<file path="src/rtl/fft_stage_scheduler.sv">
// Radix-2 in-place DIT FFT stage/butterfly sequencer with block-floating-point
// rescale tracking and an in-flight limit toward the butterfly pipeline.
//
// Ports:
//   clk_i, reset_i (async, active-high)
//   start_i, abort_i, length_log2_i, rescale_en_i : control inputs
//   bf_valid_o/bf_ready_i, addr_a_o, addr_b_o, twiddle_addr_o,
//   stage_o, scale_shift_o : butterfly command channel
//   bf_done_i, overflow_i : retire feedback
//   busy_o, done_o, error_o, scale_factor_o : status
//
// Optional macro FFT_SCHED_PERF_EN adds perf_cycles_o and stall_cycles_o.
module fft_stage_scheduler #(
   parameter int FFT_MAX_LENGTH_LOG2 = 12,
   parameter int MAX_OUTSTANDING     = 8
) (
   input  logic                           clk_i,
   input  logic                           reset_i,
   input  logic                           start_i,
   input  logic                           abort_i,
   input  logic [3:0]                     length_log2_i,
   input  logic                           rescale_en_i,
   output logic                           bf_valid_o,
   input  logic                           bf_ready_i,
   output logic [FFT_MAX_LENGTH_LOG2-1:0] addr_a_o,
   output logic [FFT_MAX_LENGTH_LOG2-1:0] addr_b_o,
   output logic [FFT_MAX_LENGTH_LOG2-2:0] twiddle_addr_o,
   output logic [3:0]                     stage_o,
   output logic                           scale_shift_o,
   input  logic                           bf_done_i,
   input  logic                           overflow_i,
   output logic                           busy_o,
   output logic                           done_o,
   output logic                           error_o,
   output logic [7:0]                     scale_factor_o
`ifdef FFT_SCHED_PERF_EN
   ,
   output logic [31:0]                    perf_cycles_o,
   output logic [31:0]                    stall_cycles_o
`endif
);

   localparam int AW = FFT_MAX_LENGTH_LOG2;
   localparam int KW = AW - 1;
   localparam int OW = $clog2(MAX_OUTSTANDING + 1);
   localparam logic [3:0]    SMAX = 4'(AW - 1);
   localparam logic [3:0]    LMAX = 4'(AW);
   localparam logic [OW-1:0] OMAX = OW'(MAX_OUTSTANDING);

   typedef enum logic [2:0] {
      S_IDLE, S_ISSUE, S_DRAIN, S_NEXT, S_DONE
   } state_t;

   state_t        state_q, state_d;
   logic [3:0]    stage_q, stage_d;
   logic [3:0]    len_q, len_d;
   logic [KW-1:0] k_q, k_d;
   logic [OW-1:0] outst_q, outst_d;
   logic          rescale_q, rescale_d;
   logic          sticky_q, sticky_d;
   logic          shift_q, shift_d;
   logic          error_q, error_d;
   logic [7:0]    scale_q, scale_d;

   logic          xfer, spurious, retire;
   logic          len_ok, start_ok, last_k, last_stage, do_shift;
   logic [KW-1:0] kmask, pos, k_last;
   logic [AW-1:0] grp, half, addr_a;

   assign len_ok   = (length_log2_i != 4'd0) && (length_log2_i <= LMAX);
   assign start_ok = (state_q == S_IDLE) && start_i && !abort_i && len_ok;

   assign bf_valid_o = (state_q == S_ISSUE) && (outst_q < OMAX);
   assign xfer       = bf_valid_o && bf_ready_i;
   // A retire with nothing in flight is only legal if it pairs with a
   // same-cycle issue; otherwise it is dropped and flagged.
   assign spurious   = bf_done_i && (outst_q == '0) && !xfer;
   assign retire     = bf_done_i && !spurious;

   // k splits into group (high bits) and position (low s bits).
   assign k_last = ~({KW{1'b1}} << (len_q - 4'd1));
   assign kmask  = ~({KW{1'b1}} << stage_q);
   assign pos    = k_q & kmask;
   assign grp    = {1'b0, k_q} >> stage_q;
   assign half   = {{KW{1'b0}}, 1'b1} << stage_q;
   assign addr_a = (grp << (stage_q + 4'd1)) | {1'b0, pos};

   assign last_k     = (k_q == k_last);
   assign last_stage = (stage_q == (len_q - 4'd1));
   assign do_shift   = rescale_q && sticky_q;

   always_comb begin
      state_d   = state_q;
      stage_d   = stage_q;
      len_d     = len_q;
      k_d       = k_q;
      outst_d   = outst_q;
      rescale_d = rescale_q;
      sticky_d  = sticky_q;
      shift_d   = shift_q;
      scale_d   = scale_q;
      error_d   = spurious;

      if (xfer && !retire) begin
         outst_d = outst_q + 1'b1;
      end else if (retire && !xfer) begin
         outst_d = outst_q - 1'b1;
      end

      if ((state_q == S_ISSUE || state_q == S_DRAIN) &&
          bf_done_i && overflow_i) begin
         sticky_d = 1'b1;
      end

      unique case (state_q)
         S_IDLE: begin
            if (start_i && !abort_i) begin
               if (len_ok) begin
                  state_d   = S_ISSUE;
                  len_d     = length_log2_i;
                  rescale_d = rescale_en_i;
                  stage_d   = '0;
                  k_d       = '0;
                  sticky_d  = 1'b0;
                  shift_d   = 1'b0;
                  scale_d   = '0;
               end else begin
                  error_d = 1'b1;
               end
            end
         end
         S_ISSUE: begin
            if (xfer) begin
               k_d = k_q + 1'b1;
               if (last_k) begin
                  state_d = S_DRAIN;
               end
            end
         end
         S_DRAIN: begin
            if (outst_q == '0) begin
               state_d = last_stage ? S_DONE : S_NEXT;
            end
         end
         S_NEXT: begin
            stage_d  = stage_q + 4'd1;
            k_d      = '0;
            sticky_d = 1'b0;
            shift_d  = do_shift;
            if (do_shift && scale_q != 8'hFF) begin
               scale_d = scale_q + 8'd1;
            end
            state_d  = S_ISSUE;
         end
         S_DONE: begin
            state_d = S_IDLE;
            stage_d = '0;
            k_d     = '0;
            shift_d = 1'b0;
         end
         default: state_d = S_IDLE;
      endcase

      if (abort_i && state_q != S_IDLE) begin
         state_d  = S_IDLE;
         stage_d  = '0;
         k_d      = '0;
         outst_d  = '0;
         sticky_d = 1'b0;
         shift_d  = 1'b0;
      end
   end

   always_ff @(posedge clk_i or posedge reset_i) begin
      if (reset_i) begin
         state_q   <= S_IDLE;
         stage_q   <= '0;
         len_q     <= '0;
         k_q       <= '0;
         outst_q   <= '0;
         rescale_q <= 1'b0;
         sticky_q  <= 1'b0;
         shift_q   <= 1'b0;
         scale_q   <= '0;
         error_q   <= 1'b0;
      end else begin
         state_q   <= state_d;
         stage_q   <= stage_d;
         len_q     <= len_d;
         k_q       <= k_d;
         outst_q   <= outst_d;
         rescale_q <= rescale_d;
         sticky_q  <= sticky_d;
         shift_q   <= shift_d;
         scale_q   <= scale_d;
         error_q   <= error_d;
      end
   end

   // Command fields are forced to zero whenever no command is offered.
   assign addr_a_o       = bf_valid_o ? addr_a : '0;
   assign addr_b_o       = bf_valid_o ? (addr_a + half) : '0;
   assign twiddle_addr_o = bf_valid_o ? (pos << (SMAX - stage_q)) : '0;
   assign stage_o        = stage_q;
   assign scale_shift_o  = shift_q;
   assign busy_o         = (state_q != S_IDLE);
   assign done_o         = (state_q == S_DONE);
   assign error_o        = error_q;
   assign scale_factor_o = scale_q;

`ifdef FFT_SCHED_PERF_EN
   logic [31:0] perf_q, stall_q;

   // The start cycle counts as 1; every busy cycle through DONE adds one.
   always_ff @(posedge clk_i or posedge reset_i) begin
      if (reset_i) begin
         perf_q  <= '0;
         stall_q <= '0;
      end else if (start_ok) begin
         perf_q  <= 32'd1;
         stall_q <= '0;
      end else begin
         if (busy_o && !abort_i && perf_q != 32'hFFFF_FFFF) begin
            perf_q <= perf_q + 32'd1;
         end
         if (bf_valid_o && !bf_ready_i && stall_q != 32'hFFFF_FFFF) begin
            stall_q <= stall_q + 32'd1;
         end
      end
   end

   assign perf_cycles_o  = perf_q;
   assign stall_cycles_o = stall_q;
`else
   logic unused_start_ok;
   assign unused_start_ok = start_ok;
`endif

endmodule

</file>
<file path="config.mk">
export PLATFORM = sky130hd
export DESIGN_NAME = fft_stage_scheduler
export DESIGN_NICKNAME = d
export VERILOG_FILES = /design/src/rtl/fft_stage_scheduler.sv
export SDC_FILE = /design/constraint.sdc
export NUM_CORES = 1
export LEC_CHECK = 0
export ABC_AREA = 0
export CAP_MARGIN = 20
export CORE_AREA = 2 2 129 81
export CTS_CLUSTER_DIAMETER = 200
export DETAILED_ROUTE_END_ITERATION = 8
export DIE_AREA = 0 0 131 83
export GPL_TIMING_DRIVEN = 0
export PLACE_DENSITY_LB_ADDON = 0.12
export SETUP_SLACK_MARGIN = 0.4
export SLEW_MARGIN = 15
export SYNTH_ARGS = -nofsm -noshare
export SYNTH_HDL_FRONTEND = slang
export SYNTH_SLANG_ARGS = --single-unit
</file>
<file path="constraint.sdc">
create_clock -name clk_i -period 13.8 [get_ports clk_i]
set_input_delay 3.45 -clock clk_i [delete_from_list [all_inputs] [get_ports clk_i]]
set_output_delay 3.45 -clock clk_i [all_outputs]
set_load 0.01 [all_outputs]
</file>
# Yosys cells after proc, flatten, opt, wreduce, memory -nomap -nowiden
# Index checks and enable logic that the tools add are counted.
# totals
regBits	38
in_bits	12
output_inout_bits	52
elab_cells	117
# op_classes
n_addsub	8
n_lt_le_gt_ge	2
eq_ne	15
shifts	6
mux	39
bitwise_logic	4
n_reduce_logical	33
# op_table
operator	count
$mux 11	5
$pmux 11 s3	1
$mux 12	2
$mux 4	6
$mux 8	3
$not 11->11	2
$shl 11x4->11 const A	2
$mux 3	7
$pmux 8 s2	1
$logic_and 1x1->1	14
$add 12x12->12	1
$ne 3x2->1 const B	4
$or 12x11->12	1
$pmux 3 s4	1
$pmux 4 s3	1
$reduce_bool 4->1	3
$shl 1x4->12 const A	1
$shl 12x4->12	1
$shr 11x4->12	1
$add 11x1->11 const B	1
$and 11x11->11	1
$eq 11x11->1	1
$shl 11x4->11	1
$mux 1	10
other kinds (26)	36

# Longest topological paths before layout
# logic_depth
depth_word	11
ltp_mapped	20
depth_no_buf	16

# Worst setup path after synthesis
# Ideal clock, no wire load.
# synth_timing
path_type	reg-to-output
from	register stage_q[1] (netlist: stage_o[1])
to	output port addr_b_o[10]
arrival_ps	4023
required_time_ps	10350
slack_ps	6327
path_stages_with_launch	21
path_buffers	5
path_cell_list	dfrtp_1 buf_6 buf_12 buf_4 buf_2 inv_2 ha_1 clkbuf_1 clkinv_1 mux2i_1 o21ai_0 nand2_1 nand2_1 ha_1 nor2b_1 o21ai_0 a21boi_0 o21ai_0 a211o_1 a21o_1 a21oi_1
# synth_via
elab_chain_len	6
elab_cells_between_ends	10
cone_classes	add/sub: 2; shift: 4; mux: 1; bitwise: 3
# synth_lines
item	line_no	text
start, declared	55	logic [3:0] stage_q, stage_d;
start signal, assigned	188	stage_q <= stage_d;
parallel branches: the longest is 4 deep, another holds $add 4x1->4	--	
$add 12x12->12 (*)	202	assign addr_b_o = bf_valid_o ? (addr_a + half) : '0;
$mux 12 (*)	202	
end, declared	26	output logic [FFT_MAX_LENGTH_LOG2-1:0] addr_b_o,
# Mark *: on every way between the ends.

# Worst setup path in the final report
# layout_timing
from	register stage_q[0] (netlist: stage_o[0])
to	output port addr_b_o[10]
# The elaborated chain is that of the path after synthesis.

==> results.sh <==
export IMPL_cts_root_buffer="clkbuf_16"
export IMPL_path_max_fanout=11
export IMPL_fmax_mhz=102
export IMPL_hpwlAfterDp_um=13000
export IMPL_ys_flop_type="dfrtp_1"
export IMPL_wire_per_inst_um=19.9
export IMPL_rsz0062_at_grt="no"
export IMPL_postCtsSetupRepairBufs=0
export IMPL_ir_drop_mv=0.0621
export IMPL_fp_dieW_um=131
export IMPL_min_period_ps=9760
export IMPL_maxCapViolCount=0
export IMPL_hold_class="flip-flop to flip-flop"
export IMPL_intPower_uw=239
export IMPL_finish_utilization_pct=58.7
export IMPL_vias=5233
export IMPL_switchingPower_uw=128
export IMPL_dp_cells=841
export IMPL_synth_edf_count=0
export IMPL_switching_share_pct=34.9
export IMPL_rows=28
export IMPL_hold_depth=1
export IMPL_crit_type="flip-flop to primary output"
export IMPL_drc=0
export IMPL_hold_violations=0
export IMPL_cts_resized=0
export IMPL_fin_crit_sh_pct=70.7
export IMPL_tns_ps=0
export IMPL_syn_area_sq_um=4700
export IMPL_clock_skew_ps=4.95
export IMPL_cp_arrival_ps=6310
export IMPL_htree_num_levels=2
export IMPL_synth_nets=684
export IMPL_endpoint_kind="primary output"
export IMPL_grt_max_degree=29
export IMPL_outcome="completed"
export IMPL_cp_start_kind="flip-flop"
export IMPL_clkPwrFrac_pct=30.1
export IMPL_p_comb_share_pct=33.1
export IMPL_holdBufCountCts=0
export IMPL_area_growth_pct=20.3
export IMPL_tightest_slew_ps=904
export IMPL_overflow=0
export IMPL_ys_seq_elements=38
export IMPL_layout_nets=755
export IMPL_grt_pass1_wl_um=27100
export IMPL_gr_usage_all_layers_pct=31.7
export IMPL_ys_types=71
export IMPL_diodes=0
export IMPL_cts_tree="done"
export IMPL_antenna_found_initial=0
export IMPL_yosysSeqAreaShare_pct=20.2
export IMPL_setup_viol=0
export IMPL_die_h_um=83
export IMPL_p_leak_nw=2.31
export IMPL_ios=64
export IMPL_r2r_slack_ps=10610
export IMPL_drt_iter0_drc=685
export IMPL_design_core_area_sq_um=9630
export IMPL_clkTransAtPathRegs_ps=60
export IMPL_stdcell_count=848
export IMPL_via_per_inst=6.17
export IMPL_power_density_nw_per_um2=64.8
export IMPL_cts_buffers=5
export IMPL_pwr_share_seq_pct=36.8
export IMPL_initial_utilization_pct=48.8
export IMPL_hp_start="scale_shift_o$_DFFE_PP0P_"
export IMPL_yosysWarnings=0
export IMPL_timing_critical_path_required_ps=10350
export IMPL_hold_path_end="scale_shift_o$_DFFE_PP0P_"
export IMPL_reg2regPathDepth=13
export IMPL_timing_rr_end="outst_q[3]$_DFFE_PP0P_"
export IMPL_clock_sinks=38
export IMPL_async_flop_share_pct=100
export IMPL_p_total_uw=367
export IMPL_relSlewSlack_pct=39.2
export IMPL_reg2reg_from="state_q[1]$_DFFE_PP0P_"
export IMPL_fin_area_sq_um=5650
export IMPL_clock_path_buffers=2
export IMPL_avgSynthCellArea_sq_um=7.32
export IMPL_wirelength_um=16800
export IMPL_dieArea_sq_um=10900
export IMPL_drt_pass1_iter_count=6
export IMPL_final_antenna_net_count=0
export IMPL_io_buffers=63
export IMPL_post_dp_cell_area_sq_um=5520
export IMPL_synth_cells=642
export IMPL_maxSlewViolCount=0
export IMPL_grt_pass1_vias=4883
export IMPL_clk_latency_ps=280
export IMPL_gp_congestion=1.03
export IMPL_drive_above_1_share_pct=6.45
[flip-flops by register name, summed over array words and instances (netlist names)]
signal          count
sticky_q            1
outst_q             4
scale_factor_o      8
error_o             1
scale_shift_o       1
state_q             3
stage_o             4
k_q                11
rescale_q           1
len_q               4
[power by group through the flow]
| stage | sequential [mW] | combinational, mW | clock, mW |
|---|---|---|---|
| after global routing | 0.137 | 0.136 | 0.118 |
| after floorplan | 0.133 | 0.0850 | 0 |
| final | 0.135 | 0.121 | 0.111 |
| after detailed placement | 0.136 | 0.118 | 0 |
| after CTS | 0.134 | 0.119 | 0.112 |
| after global placement | 0.135 | 0.113 | 0 |
[cells in the mapped netlist (all sizes together), types with 3 or more instances]
| library cell | instances | area [sq um] |
|---|---|---|
| nand2 | 77 | 289 |
| mux2 | 12 | 135 |
| dfrtp | 38 | 951 |
| clkbuf | 28 | 105 |
| a211oi | 10 | 80.1 |
| o21a | 5 | 37.5 |
| or3 | 5 | 31.3 |
| a22oi | 6 | 45.0 |
| and3 | 5 | 31.3 |
| and2 | 17 | 106 |
| nor2b | 13 | 81.3 |
| or2 | 5 | 31.3 |
| o22a | 5 | 43.8 |
| a221oi | 3 | 26.3 |
| nor4 | 3 | 18.8 |
| nor3 | 17 | 90.1 |
| mux2i | 15 | 150 |
| o211ai | 8 | 60.1 |
| nor3b | 5 | 37.5 |
| a31oi | 6 | 37.5 |
| nand4 | 4 | 25.0 |
| xor2 | 12 | 105 |
| buf | 16 | 100 |
| nand3b | 4 | 30.0 |
| o21ai | 59 | 295 |
| ha | 28 | 350 |
| a311oi | 4 | 35.0 |
| o31ai | 4 | 35.0 |
| nand2b | 10 | 62.6 |
| nand3 | 25 | 125 |
| a21o | 7 | 52.6 |
| a21boi | 5 | 37.5 |
| nor2 | 64 | 240 |
| o22ai | 8 | 50.1 |
| xnor2 | 11 | 96.3 |
| inv | 29 | 109 |
| a21oi | 35 | 175 |
| mux4 | 3 | 71.3 |
[routing by layer]
layer | part of all wire, % | global-route usage (%) | vias to the layer above
met5 | 0 | 0 | -
li1 | - | - | 2453
met4 | 0.58 | 3.87 | 0
met1 | 48 | 52.2 | 2457
met2 | 37 | 40.0 | 310
met3 | 14 | 9.92 | 13
[cell usage in the layout (no fill, tap or decap), types with 6 or more instances in the layout]
master	synthesis	routed
mux2i_1	15	15
nor3_1	16	16
clkdlybuf4s50_1	0	63
inv_1	26	25
dfrtp_1	38	38
and2_1	17	17
o22ai_1	8	8
a211oi_1	9	9
ha_1	28	28
a31oi_1	6	6
o21ai_0	59	59
nor2_1	64	64
clkbuf_1	28	30
a21oi_1	35	35
nand3_1	25	25
xor2_1	12	12
a22oi_1	6	6
buf_2	10	10
nand2b_1	10	10
xnor2_1	11	11
mux2_2	12	12
a21o_1	7	7
nand2_1	77	77
nor2b_1	13	13
o211ai_1	8	8
[final cells by class]
type	instances	area (sq um)
Multi-Input combinational cell	530	3430
Fill cell	934	3980
Inverter	30	113
Sequential cell	38	951
Tap cell	135	169
Buffer	44	205
Timing Repair Buffer	64	651
Clock buffer	7	133
[logic make-up after synthesis]
logic type | Yosys count | synth area share [%]
simple gates | 256 | 25.9
buf+inv | 74 | 6.76
fa+ha+maj | 30 | 8.30
compound gates | 190 | 26.5
flops | 38 | 20.2
xor+xnor | 24 | 4.76
mux | 30 | 7.58
[stage by stage]
step / hold slack [ps] / setup WS [ps]
after detailed placement: 521 / 4560
after global placement: 478 / 4650
after CTS: 533 / 4260
after global routing: 542 / 3730
after floorplan: 478 / 6330
final: 534 / 4040
[worst max path at each step]
| stage | startpoint | cells past startpoint | slack, ps | endpoint |
|---|---|---|---|---|
| CTS | stage_o[0]$_DFFE_PP0P_ | 20 | 4260 | addr_b_o[10] |
| finish | stage_o[0]$_DFFE_PP0P_ | 20 | 4040 | addr_b_o[10] |
| detailed placement | stage_o[0]$_DFFE_PP0P_ | 20 | 4560 | addr_b_o[10] |
| global placement | stage_o[0]$_DFFE_PP0P_ | 20 | 4650 | addr_b_o[10] |
| floorplan | stage_o[1]$_DFFE_PP0P_ | 20 | 6330 | addr_b_o[10] |
| global route | stage_o[0]$_DFFE_PP0P_ | 20 | 3730 | addr_b_o[10] |
[worst max-delay path, stage by stage, from the launching register on]
cell and delay, ps:
dfrtp_1 500, buf_2 250, inv_1 80, buf_2 250, buf_1 510, ha_1 230, clkbuf_1 460, clkinv_1 440
mux2i_1 380, o21ai_0 180, nand2_1 140, nand2_1 70, ha_1 360, nor2b_1 230, o21ai_0 170, a21boi_0 270
o21ai_0 250, a211o_1 340, a21o_1 180, a21oi_1 120, clkdlybuf4s50_1 580
Power figures use the tool's default switching activity.
